$ cat config.mk
export PLATFORM = sky130hd
export DESIGN_NAME = minterm_scanner
export DESIGN_NICKNAME = d
export VERILOG_FILES = /design/src/rtl/minterm_scanner_pkg.sv /design/src/rtl/minterm_scanner.sv
export SDC_FILE = /design/constraint.sdc
export NUM_CORES = 1
export LEC_CHECK = 0
export BUFFER_PORTS_ARGS = -buffer_cell sky130_fd_sc_hd__buf_2
export CAP_MARGIN = 20
export CORE_MARGIN = 5
export CORE_UTILIZATION = 45
export DETAILED_ROUTE_END_ITERATION = 16
export PLACE_DENSITY = 0.71
export SYNTH_ARGS = -nofsm -noshare
export SYNTH_HDL_FRONTEND = slang
export SYNTH_SLANG_ARGS = --single-unit
$ cat constraint.sdc
create_clock -name clk -period 1.8 [get_ports clk]
set_input_delay 0.27 -clock clk [delete_from_list [all_inputs] [get_ports clk]]
set_output_delay 0.27 -clock clk [all_outputs]
set_load 0.02 [all_outputs]
$ cat src/rtl/minterm_scanner_pkg.sv
// Shared types and constants for the minterm scanner.
package minterm_scanner_pkg;

  localparam int unsigned IDX_W  = 3;
  localparam int unsigned CNT_W  = 4;
  localparam int unsigned MASK_W = 8;

  localparam logic [MASK_W-1:0] DEFAULT_EXPECTED = 8'h65;

  typedef enum logic [1:0] {
    IDLE   = 2'd0,
    SETTLE = 2'd1,
    SAMPLE = 2'd2,
    FINISH = 2'd3
  } state_t;

endpackage

$ cat src/rtl/minterm_scanner.sv
// Steps abc through 0..7, samples f_in after a settle period and compares the mask with EXPECTED.
// Optional sticky error output enabled by defining MINTERM_SCANNER_STICKY_ERR_EN.
module minterm_scanner
  import minterm_scanner_pkg::*;
#(
  parameter int unsigned       SETTLE_CYCLES = 1,
  parameter logic [MASK_W-1:0] EXPECTED      = DEFAULT_EXPECTED
) (
  input  logic              clk,
  input  logic              rst_n,
  input  logic              start,
  input  logic              f_in,
  output logic [IDX_W-1:0]  abc,
  output logic              busy,
  output logic              done,
  output logic [MASK_W-1:0] mask,
  output logic              match
`ifdef MINTERM_SCANNER_STICKY_ERR_EN
  ,
  output logic              err_sticky
`endif
);

  localparam logic [CNT_W-1:0] SETTLE_LAST = CNT_W'(SETTLE_CYCLES - 1);
  localparam logic [IDX_W-1:0] IDX_LAST    = IDX_W'(7);

  state_t              state_q, state_d;
  logic [IDX_W-1:0]    idx_q, idx_d;
  logic [CNT_W-1:0]    cnt_q, cnt_d;
  logic [IDX_W-1:0]    abc_d;
  logic                busy_d, done_d, match_d;
  logic [MASK_W-1:0]   mask_d;

  // Next-state and next-output logic; every output is registered below.
  always_comb begin
    state_d = state_q;
    idx_d   = idx_q;
    cnt_d   = cnt_q;
    abc_d   = abc;
    busy_d  = busy;
    done_d  = 1'b0;
    mask_d  = mask;
    match_d = match;
    case (state_q)
      IDLE: begin
        if (start) begin
          mask_d  = '0;
          match_d = 1'b0;
          idx_d   = '0;
          abc_d   = '0;
          cnt_d   = '0;
          busy_d  = 1'b1;
          state_d = SETTLE;
        end
      end
      SETTLE: begin
        if (cnt_q == SETTLE_LAST) begin
          state_d = SAMPLE;
        end else begin
          cnt_d = cnt_q + CNT_W'(1);
        end
      end
      SAMPLE: begin
        mask_d[idx_q] = f_in;
        if (idx_q == IDX_LAST) begin
          // match uses the mask including this last sample so it is valid with done
          done_d  = 1'b1;
          match_d = (mask_d == EXPECTED);
          state_d = FINISH;
        end else begin
          idx_d   = idx_q + IDX_W'(1);
          abc_d   = idx_q + IDX_W'(1);
          cnt_d   = '0;
          state_d = SETTLE;
        end
      end
      FINISH: begin
        busy_d  = 1'b0;
        state_d = IDLE;
      end
      default: state_d = IDLE;
    endcase
  end

  always_ff @(posedge clk or negedge rst_n) begin
    if (!rst_n) begin
      state_q <= IDLE;
      idx_q   <= '0;
      cnt_q   <= '0;
      abc     <= '0;
      busy    <= 1'b0;
      done    <= 1'b0;
      mask    <= '0;
      match   <= 1'b0;
    end else begin
      state_q <= state_d;
      idx_q   <= idx_d;
      cnt_q   <= cnt_d;
      abc     <= abc_d;
      busy    <= busy_d;
      done    <= done_d;
      mask    <= mask_d;
      match   <= match_d;
    end
  end

`ifdef MINTERM_SCANNER_STICKY_ERR_EN
  // Latches any failing scan until reset.
  always_ff @(posedge clk or negedge rst_n) begin
    if (!rst_n) begin
      err_sticky <= 1'b0;
    end else if ((state_q == FINISH) && (mask != EXPECTED)) begin
      err_sticky <= 1'b1;
    end
  end
`endif

endmodule

==> results of run 1 <==
==> power breakdown <==
group / leakage [nW] / internal [mW] / total [mW] / switching, mW
clock: 0.0138 / 0.0779 / 0.210 / 0.132
sequential: 0.269 / 0.535 / 0.630 / 0.0946
combinational: 0.353 / 0.346 / 0.907 / 0.561
==> cells in the mapped netlist (all sizes together) (2+ instances only) <==
master	n	area, sq um
a22o	3	26.3
nand3	3	15.0
buf	5	36.3
ha	4	50.1
nand2b	5	38.8
mux2i	4	40.0
a32o	2	21.3
dfrtp	20	500
nand2	10	40.0
nand3b	2	15.0
a21oi	11	55.1
nor2	7	26.3
nor2b	4	30.0
inv	6	22.5
nor3	7	35.0
o31ai	2	15.0
o21ai	22	110
==> cell type report <==
class | count | area (sq um) | area share
inverters | 6 | 22.5 | 0.0166
multi-input cells | 97 | 626 | 0.461
clock buffers | 3 | 22.5 | 0.0166
repair buffers | 25 | 148 | 0.109
well taps | 30 | 37.5 | 0.0277
flip-flops and latches | 20 | 500 | 0.369
==> cell families after synthesis <==
kind of cell	Yosys count
muxes	4
adders and majority gates	4
DFF	20
and+or+nand+nor	40
AOI/OAI and AO/OA	49
buffers and inverters	12
==> how the worst min path moves through the flow <==
stage	start	end	slack, ns	depth (start not counted)
global route	start	busy	0.36	3
floorplan	rst_n	busy	-0.03	0
detailed placement	rst_n	mask[3]	0.24	1
CTS	start	busy	0.34	3
finish	start	busy	0.35	3
global placement	rst_n	mask[1]	0.24	1
==> worst min-delay path: cells and delay by family <==
family	cells	cell delay, ns
AO/OA/AOI/OAI	2	0.21
buffers and inverters	1	0.14
==> state kept, by name, indices dropped and copies added, names as in the netlist <==
register  flops
mask          8
cnt_q         4
idx_q         3
state_q       2
busy          1
done          1
match         1
==> metal layers <==
layer	vias up	GRT usage	wire length [um]
li1	518	-	-
met1	495	0.195	1190
met2	23	0.263	1260
met3	8	0.0273	115
met4	0	0.112	63
met5	-	0	0
==> impl_metrics.yaml, run 1 <==
grt:
  grt_start_max_net_pins: 21
  grt_pass1_vias: 1005
  antenna_found_initial: 0
  grt_pass1_wl_mm: 4.55
  grt_usage: 0.163
  grt_overflow: 0
placement:
  dp_cells: 177
  pre_cts_ws_ns: 0.190
  dpl.hpwl_mm: 2.03
  place_area_sq_um: 1320
  place_congestion: 0.813
  io_buffers: 17
worst_setup_path:
  cp-end-kind: "flip-flop"
  setup.worst_path.start_class: "flip-flop"
  path_depth: 5
  r2r-end: "cnt_q[0]"
  cp.arrival_ns: 1.81
  ff2ff_path_depth: 5
  worstReg2RegStart: "idx_q[1]"
  crit_required_ns: 1.98
  critPathBufInv: 0
  crit_slowest_cell: "dfrtp_1"
  worstSetupPathType: "reg2reg"
  path_cells: "ha_1, ha_1, a32o_2, a211oi_2, mux2i_1"
  crit_family: "compound AO/OA/AOI/OAI gates"
  crit_path_end: "cnt_q[0]"
  worstSetupStartpoint: "idx_q[1]"
  worstPathMaxFanout: 6
  r2r_slack_ns: 0.17
  cpPeakStageDelay_ns: 0.44
  crit_path_frequent_cell: "ha_1"
clock_tree:
  cts_tree: "built"
  cts_resized: 0
  cts.sinks: 20
  cts_hold_buf: 1
  htree_levels: 1
  post_cts.repair.setup_buffers: 0
  clock_latency_ns: 0.29
  clockBufferDepth: 2
  clock-root-buffer: "clkbuf_4"
  clkSlewWorstSetupHoldPaths_ns: 0.11
  cts_buffers: 3
synth:
  synth_edf_count: 0
  synthMuxAreaShare: 0.0334
  synthesis.area_sq_um: 1200
  synth_xor_xnor_area_share: 0
  async_flop_share: 1.00
  ys_seq_elements: 20
  avgSynthCellArea_sq_um: 9.29
  synth_cells: 129
  synth_adder_area_share: 0.0418
  seq_area_frac_synth: 0.418
  yosysWarnings: 0
  synth-simple-area-share: 0.180
  synth_top_family_by_area: "compound AO/OA/AOI/OAI gates"
  yosysUniqueCellTypes: 36
  synth-compound-area-share: 0.267
  synth_ff_type: "dfrtp_1"
  syn-num-nets: 137
timing:
  finalWorstSetupSlack_ns: 0.172
  finalCritPeriodShare: 0.904
  finalHoldViolCount: 0
  slew_violations: 0
  fin_worst_skew_ns: 0.000448
  worst_pin_slew_ns: 0.442
  fin_crit_ns: 1.63
  slew_headroom: 0.705
  holdWs_ns: 0.353
  rsz0062_at_grt: "no"
  setup_viol: 0
  fmax_mhz: 614
  fin_setup_tns_ns: 0
floorplan:
  initial_core_util: 0.475
  die_x_um: 61.6
  row_count: 18
  dieHeight_um: 61.6
  ios: 18
  dieArea_sq_um: 3800
  design.core.area_sq_um: 2520
power:
  irDropWorstVdd_v: 0.000751
  p_leak_nw: 0.636
  power.total_mw: 1.75
  power.density_nw_per_um2: 1290
routing:
  wl_per_cell_um: 14.6
  drt-total-wl_mm: 2.64
  antenna_left: 0
  dr.pass1.iters: 4
  vias_per_cell: 5.77
  drt_iter0_drc: 47
  drc_errors: 0
  vias: 1044
finish:
  finalNetCount: 161
  layout_commonest_cell: "dfrtp_1"
  num_antenna_cells: 0
  mostFrequentLayoutCells: "dfrtp_1 (20), o21ai_0 (18), buf_2 (17)"
  area_growth_pct: 13.2
  drive_gt1_frac: 0.238
  finalNonFillerCells: 181
  final_area_sq_um: 1360
  fillers: 231
  final_core_util: 0.538
hold_path:
  hold_path.class: "in2reg"
status:
  status: "finished clean"
run:
  drv_cap: 0
No activity file was read; power rests on OpenSTA's default activity.
==> inputs of run 2 (changes only) <==
--- a/config.mk
+++ b/config.mk
@@ -8,9 +8,9 @@
 export BUFFER_PORTS_ARGS = -buffer_cell sky130_fd_sc_hd__buf_2
 export CAP_MARGIN = 20
 export CORE_MARGIN = 5
-export CORE_UTILIZATION = 45
+export CORE_UTILIZATION = 50
 export DETAILED_ROUTE_END_ITERATION = 16
-export PLACE_DENSITY = 0.71
+export PLACE_DENSITY = 0.77
 export SYNTH_ARGS = -nofsm -noshare
 export SYNTH_HDL_FRONTEND = slang
 export SYNTH_SLANG_ARGS = --single-unit
==> run 2 against run 1 <==
Global-route usage is 1.1 points higher. Clock skew is 0.0027 ns higher. Via count is 1.6% higher. Cell count is 1.7% lower. Count of clock-buffer cells in the layout is 1 higher. Core utilization is 6.2 points higher. Sequential cell count stayed put. Critical path type unchanged. Largest power group unchanged.
==> impl_metrics.yaml, run 2 (synthesized netlist as in run 1, its figures left out) <==
status:
  status: "finished clean"
worst_setup_path:
  path_depth: 5
  crit_required_ns: 1.99
  crit_slowest_cell: "dfrtp_1"
  worstPathMaxFanout: 5
  worstSetupPathType: "reg2reg"
  setup.worst_path.start_class: "flip-flop"
  ff2ff_path_depth: 5
  critPathBufInv: 0
  cpPeakStageDelay_ns: 0.44
  crit_family: "compound AO/OA/AOI/OAI gates"
  cp.arrival_ns: 1.78
  crit_path_frequent_cell: "ha_1"
  path_cells: "ha_1, ha_1, a32o_2, a211oi_2, mux2i_1"
  cp-end-kind: "flip-flop"
  r2r_slack_ns: 0.21
clock_tree:
  htree_levels: 1
  cts_buffers: 3
  cts.sinks: 20
  clock-root-buffer: "clkbuf_4"
  cts_resized: 0
  post_cts.repair.setup_buffers: 0
  clock_latency_ns: 0.30
  cts_tree: "built"
  cts_hold_buf: 1
  clockBufferDepth: 2
  clkSlewWorstSetupHoldPaths_ns: 0.12
finish:
  area_growth_pct: 12.8
  finalNetCount: 159
  mostFrequentLayoutCells: "dfrtp_1 (20), o21ai_0 (18), buf_2 (17)"
  finalNonFillerCells: 178
  final_area_sq_um: 1350
  top_regs: "mask (8), cnt_q (4), idx_q (3)"
  largest_register_ffs: 8
  max_flop_register: "mask"
  num_antenna_cells: 0
  layout_commonest_cell: "dfrtp_1"
  drive_gt1_frac: 0.233
routing:
  wl_met2_mm: 1.33
  drt_iter0_drc: 38
  wl_per_cell_um: 15.3
  highest_layer: "met4"
  drc_errors: 0
  vias: 1061
  antenna_left: 0
  drt-total-wl_mm: 2.72
  vias_per_cell: 5.96
  met1Wirelength_mm: 1.18
  wl_met3_um: 157
  dr.pass1.iters: 4
power:
  power.total_mw: 1.79
  p_leak_nw: 0.634
  power.density_nw_per_um2: 1320
  irDropWorstVdd_v: 0.000850
timing:
  finalHoldViolCount: 0
  fin_setup_tns_ns: 0
  slew_headroom: 0.615
  slew_violations: 0
  fin_crit_ns: 1.59
  worst_pin_slew_ns: 0.574
  fin_worst_skew_ns: 0.00316
  fmax_mhz: 628
  finalCritPeriodShare: 0.885
  setup_viol: 0
  rsz0062_at_grt: "no"
grt:
  grt_pass1_vias: 1074
  grt_start_max_net_pins: 21
  grt_usage: 0.174
  antenna_found_initial: 0
  grt_pass1_wl_mm: 4.71
  grt_overflow: 0
floorplan:
  row_count: 17
  design.core.area_sq_um: 2250
  dieArea_sq_um: 3480
  die_x_um: 59.0
  ios: 18
  dieHeight_um: 59.0
  initial_core_util: 0.532
placement:
  io_buffers: 17
  place_congestion: 0.905
  dpl.hpwl_mm: 2.01
  place_area_sq_um: 1310
  dp_cells: 173
hold_path:
  holdPathStages: 3
  hold_path.class: "in2reg"
run:
  drv_cap: 0
-- run 2: layout make-up --
class | count | area (sq um)
fillers | 196 | 902
inverters | 6 | 22.5
repair buffers | 23 | 133
well taps | 28 | 35.0
flip-flops and latches | 20 | 500
clock buffers | 4 | 36.3
multi-input cells | 97 | 626
-- run 2: worst paths after layout --
path | startpoint | to
min reg2reg | mask[6] | mask[6]
min | start | busy
min in group asynchronous | rst_n | match
max | idx_q[1] | cnt_q[0]
max reg2reg | idx_q[1] | cnt_q[0]
max in group asynchronous | rst_n | cnt_q[0]
-- run 2: layer usage --
layer,GRT usage,vias up
li1,-,513
met1,0.218,506
met2,0.297,34
met3,0.0219,8
met4,0.0744,0
met5,0,-
-- run 2: worst register-to-register path, stage by stage, from the launching register on --
cell	delay (ns)
dfrtp_1	0.44
ha_1	0.21
ha_1	0.20
a32o_2	0.29
a211oi_2	0.24
mux2i_1	0.10
-- run 2: where the power goes --
part	switching (mW)	total (mW)	leakage (nW)	internal, mW
Clock	0.144	0.267	0.0210	0.123
Combinational	0.533	0.857	0.344	0.323
Sequential	0.129	0.663	0.269	0.534
Total	0.807	1.79	0.634	0.981
-- run 2: metrics by stage --
stage | setup WS [ns] | hold WS (ns) | utilization
2_1_floorplan | 0.0431 | -0.0256 | -
6_report | 0.207 | 0.360 | 0.600
3_5_place_dp | 0.221 | 0.241 | 0.579
3_3_place_gp | 0.299 | 0.234 | 0.579
5_1_grt | 0.111 | 0.406 | 0.600
4_1_cts | 0.201 | 0.348 | 0.600
==> inputs of run 3 (changes only) <==
--- a/config.mk
+++ b/config.mk
@@ -7,10 +7,11 @@
 export LEC_CHECK = 0
 export BUFFER_PORTS_ARGS = -buffer_cell sky130_fd_sc_hd__buf_2
 export CAP_MARGIN = 20
+export CORE_ASPECT_RATIO = 1.25
 export CORE_MARGIN = 5
-export CORE_UTILIZATION = 50
+export CORE_UTILIZATION = 29
 export DETAILED_ROUTE_END_ITERATION = 16
-export PLACE_DENSITY = 0.77
+export PLACE_DENSITY = 0.49
 export SYNTH_ARGS = -nofsm -noshare
 export SYNTH_HDL_FRONTEND = slang
 export SYNTH_SLANG_ARGS = --single-unit
==> constraint.sdc (replaced) <==
create_clock -name clk -period 1.95 [get_ports clk]
set_input_delay 0.2925 -clock clk [delete_from_list [all_inputs] [get_ports clk]]
set_output_delay 0.2925 -clock clk [all_outputs]
set_load 0.02 [all_outputs]
==> run 3 against run 2 <==
Die area increased by 59%. Non-clock buffer count decreased by 2. Combinational power decreased by 11%. Sequential share of layout area decreased by 0.67 points. Hold slack improved by 0.060 ns. Sequential power decreased by 6.2%. Cell area increased by 1.8%. Total power decreased by 7.7%. Via count decreased by 1.8%. Global-route usage decreased by 6.0 points. Fmax decreased by 3.3%.
==> impl_metrics.yaml, run 3 (synthesized netlist as in run 1, its figures left out) <==
routing:
  drc_errors: 0
  vias: 1042
  drt_iter0_drc: 60
  dr.pass1.iters: 4
  wl_per_cell_um: 13.9
  drt-total-wl_mm: 2.82
  vias_per_cell: 5.13
  antenna_left: 0
run:
  drv_cap: 0
grt:
  grt_pass1_wl_mm: 4.77
  grt_overflow: 0
  grt_pass1_vias: 1015
  grt_usage: 0.114
  grt_start_max_net_pins: 21
  antenna_found_initial: 0
finish:
  top_regs: "mask (8), cnt_q (4), idx_q (3)"
  area_growth_pct: 14.9
  final_core_util: 0.342
  mostFrequentLayoutCells: "dfrtp_1 (20), o21ai_0 (18), buf_2 (17)"
  drive_gt1_frac: 0.218
  layout_commonest_cell: "dfrtp_1"
  max_flop_register: "mask"
  largest_register_ffs: 8
  fillers: 459
  finalNonFillerCells: 203
  finalNetCount: 157
  num_antenna_cells: 0
hold_path:
  min_from: "start"
  hold_path.class: "in2reg"
  holdPathStages: 3
  worstHoldEndpoint: "busy"
floorplan:
  dieArea_sq_um: 5530
  row_count: 26
  design.core.area_sq_um: 4030
  ios: 18
  initial_core_util: 0.297
  dieHeight_um: 81.9
  die_x_um: 67.5
worst_setup_path:
  r2r_slack_ns: 0.30
  critPathBufInv: 0
  r2r-end: "cnt_q[0]"
  crit_slowest_cell: "dfrtp_1"
  ff2ff_path_depth: 5
  crit_required_ns: 2.09
  worstReg2RegStart: "idx_q[0]"
  path_cells: "ha_1, ha_1, a32o_2, a211oi_2, mux2i_1"
  setup.worst_path.start_class: "flip-flop"
  worstSetupPathType: "reg2reg"
  crit_path_frequent_cell: "ha_1"
  worstPathMaxFanout: 9
  cp-end-kind: "flip-flop"
  cp.arrival_ns: 1.78
  crit_family: "compound AO/OA/AOI/OAI gates"
  cpPeakStageDelay_ns: 0.39
clock_tree:
  cts.sinks: 20
  clock-root-buffer: "clkbuf_8"
  cts_buffers: 3
  htree_levels: 1
  cts_tree: "built"
  clock_latency_ns: 0.25
  cts_resized: 0
  clockBufferDepth: 2
  clkSlewWorstSetupHoldPaths_ns: 0.07
timing:
  fmax_mhz: 607
  worst_pin_slew_ns: 0.603
  finalHoldViolCount: 0
  fin_setup_tns_ns: 0
  holdWs_ns: 0.420
  slew_violations: 0
  fin_worst_skew_ns: 0.00199
  slew_headroom: 0.595
  setup_viol: 0
  finalCritPeriodShare: 0.845
  rsz0062_at_grt: "no"
  fin_crit_ns: 1.65
power:
  p_leak_nw: 0.624
  irDropWorstVdd_v: 0.000400
  power.density_nw_per_um2: 1200
placement:
  dp_cells: 199
  dpl.hpwl_mm: 2.16
  place_congestion: 0.855
  io_buffers: 17
status:
  status: "finished clean"
[run 3: changes by cell type in the layout (fill, tap and decap cells not counted)]
cell,change
clkbuf_8,+2
clkbuf_4,-3
buf_4,-2
[run 3: layer usage]
layer | share of wire | routed length, um | vias up | track usage
met5 | 0 | 0 | - | 0
met4 | 0.010 | 29 | 0 | 0.0487
met3 | 0.046 | 130 | 2 | 0.0178
met2 | 0.49 | 1390 | 17 | 0.198
met1 | 0.45 | 1280 | 515 | 0.138
li1 | - | - | 508 | -
[run 3: repair_timing]
action,in CTS,in global routing
hold endpoints to repair,20,0
buffers inserted,0,0
hold buffers,1,0
[run 3: metrics by stage]
stage / cell area, sq um / setup slack, ns / power (mW)
2_1_floorplan: 1200 / 0.193 / 1.19
3_3_place_gp: 1330 / 0.350 / 1.39
3_5_place_dp: 1330 / 0.290 / 1.40
4_1_cts: 1380 / 0.281 / 1.68
5_1_grt: 1380 / 0.201 / 1.79
6_report: 1380 / 0.302 / 1.65
[run 3: worst min-delay path, stage by stage]
cell,delay (ns)
buf_2,0.14
a21oi_1,0.07
o2bb2ai_1,0.13
[run 3: worst max path at each step]
stage,from,endpoint,slack (ns),cells past startpoint
after floorplan,idx_q[0],cnt_q[0],0.19,6
after global placement,idx_q[0],cnt_q[0],0.35,5
after detailed placement,idx_q[0],cnt_q[0],0.29,5
after CTS,idx_q[0],cnt_q[0],0.28,5
after global routing,state_q[0],mask[1],0.20,4
final,idx_q[0],cnt_q[0],0.30,5
[run 3: area by class of cell]
class,count,area (sq um),area share
multi-input combinational,97,626,0.454
sequential,20,500,0.363
timing repair buffer,21,118,0.0854
tap,56,70.1,0.0509
clock buffer,3,41.3,0.0300
inverter,6,22.5,0.0163
[run 3: where the power goes]
part / leakage, nW / internal (mW) / switching [mW] / total, mW
clock: 0.0216 / 0.137 / 0.130 / 0.268
combinational: 0.333 / 0.289 / 0.472 / 0.760
sequential: 0.269 / 0.493 / 0.128 / 0.622
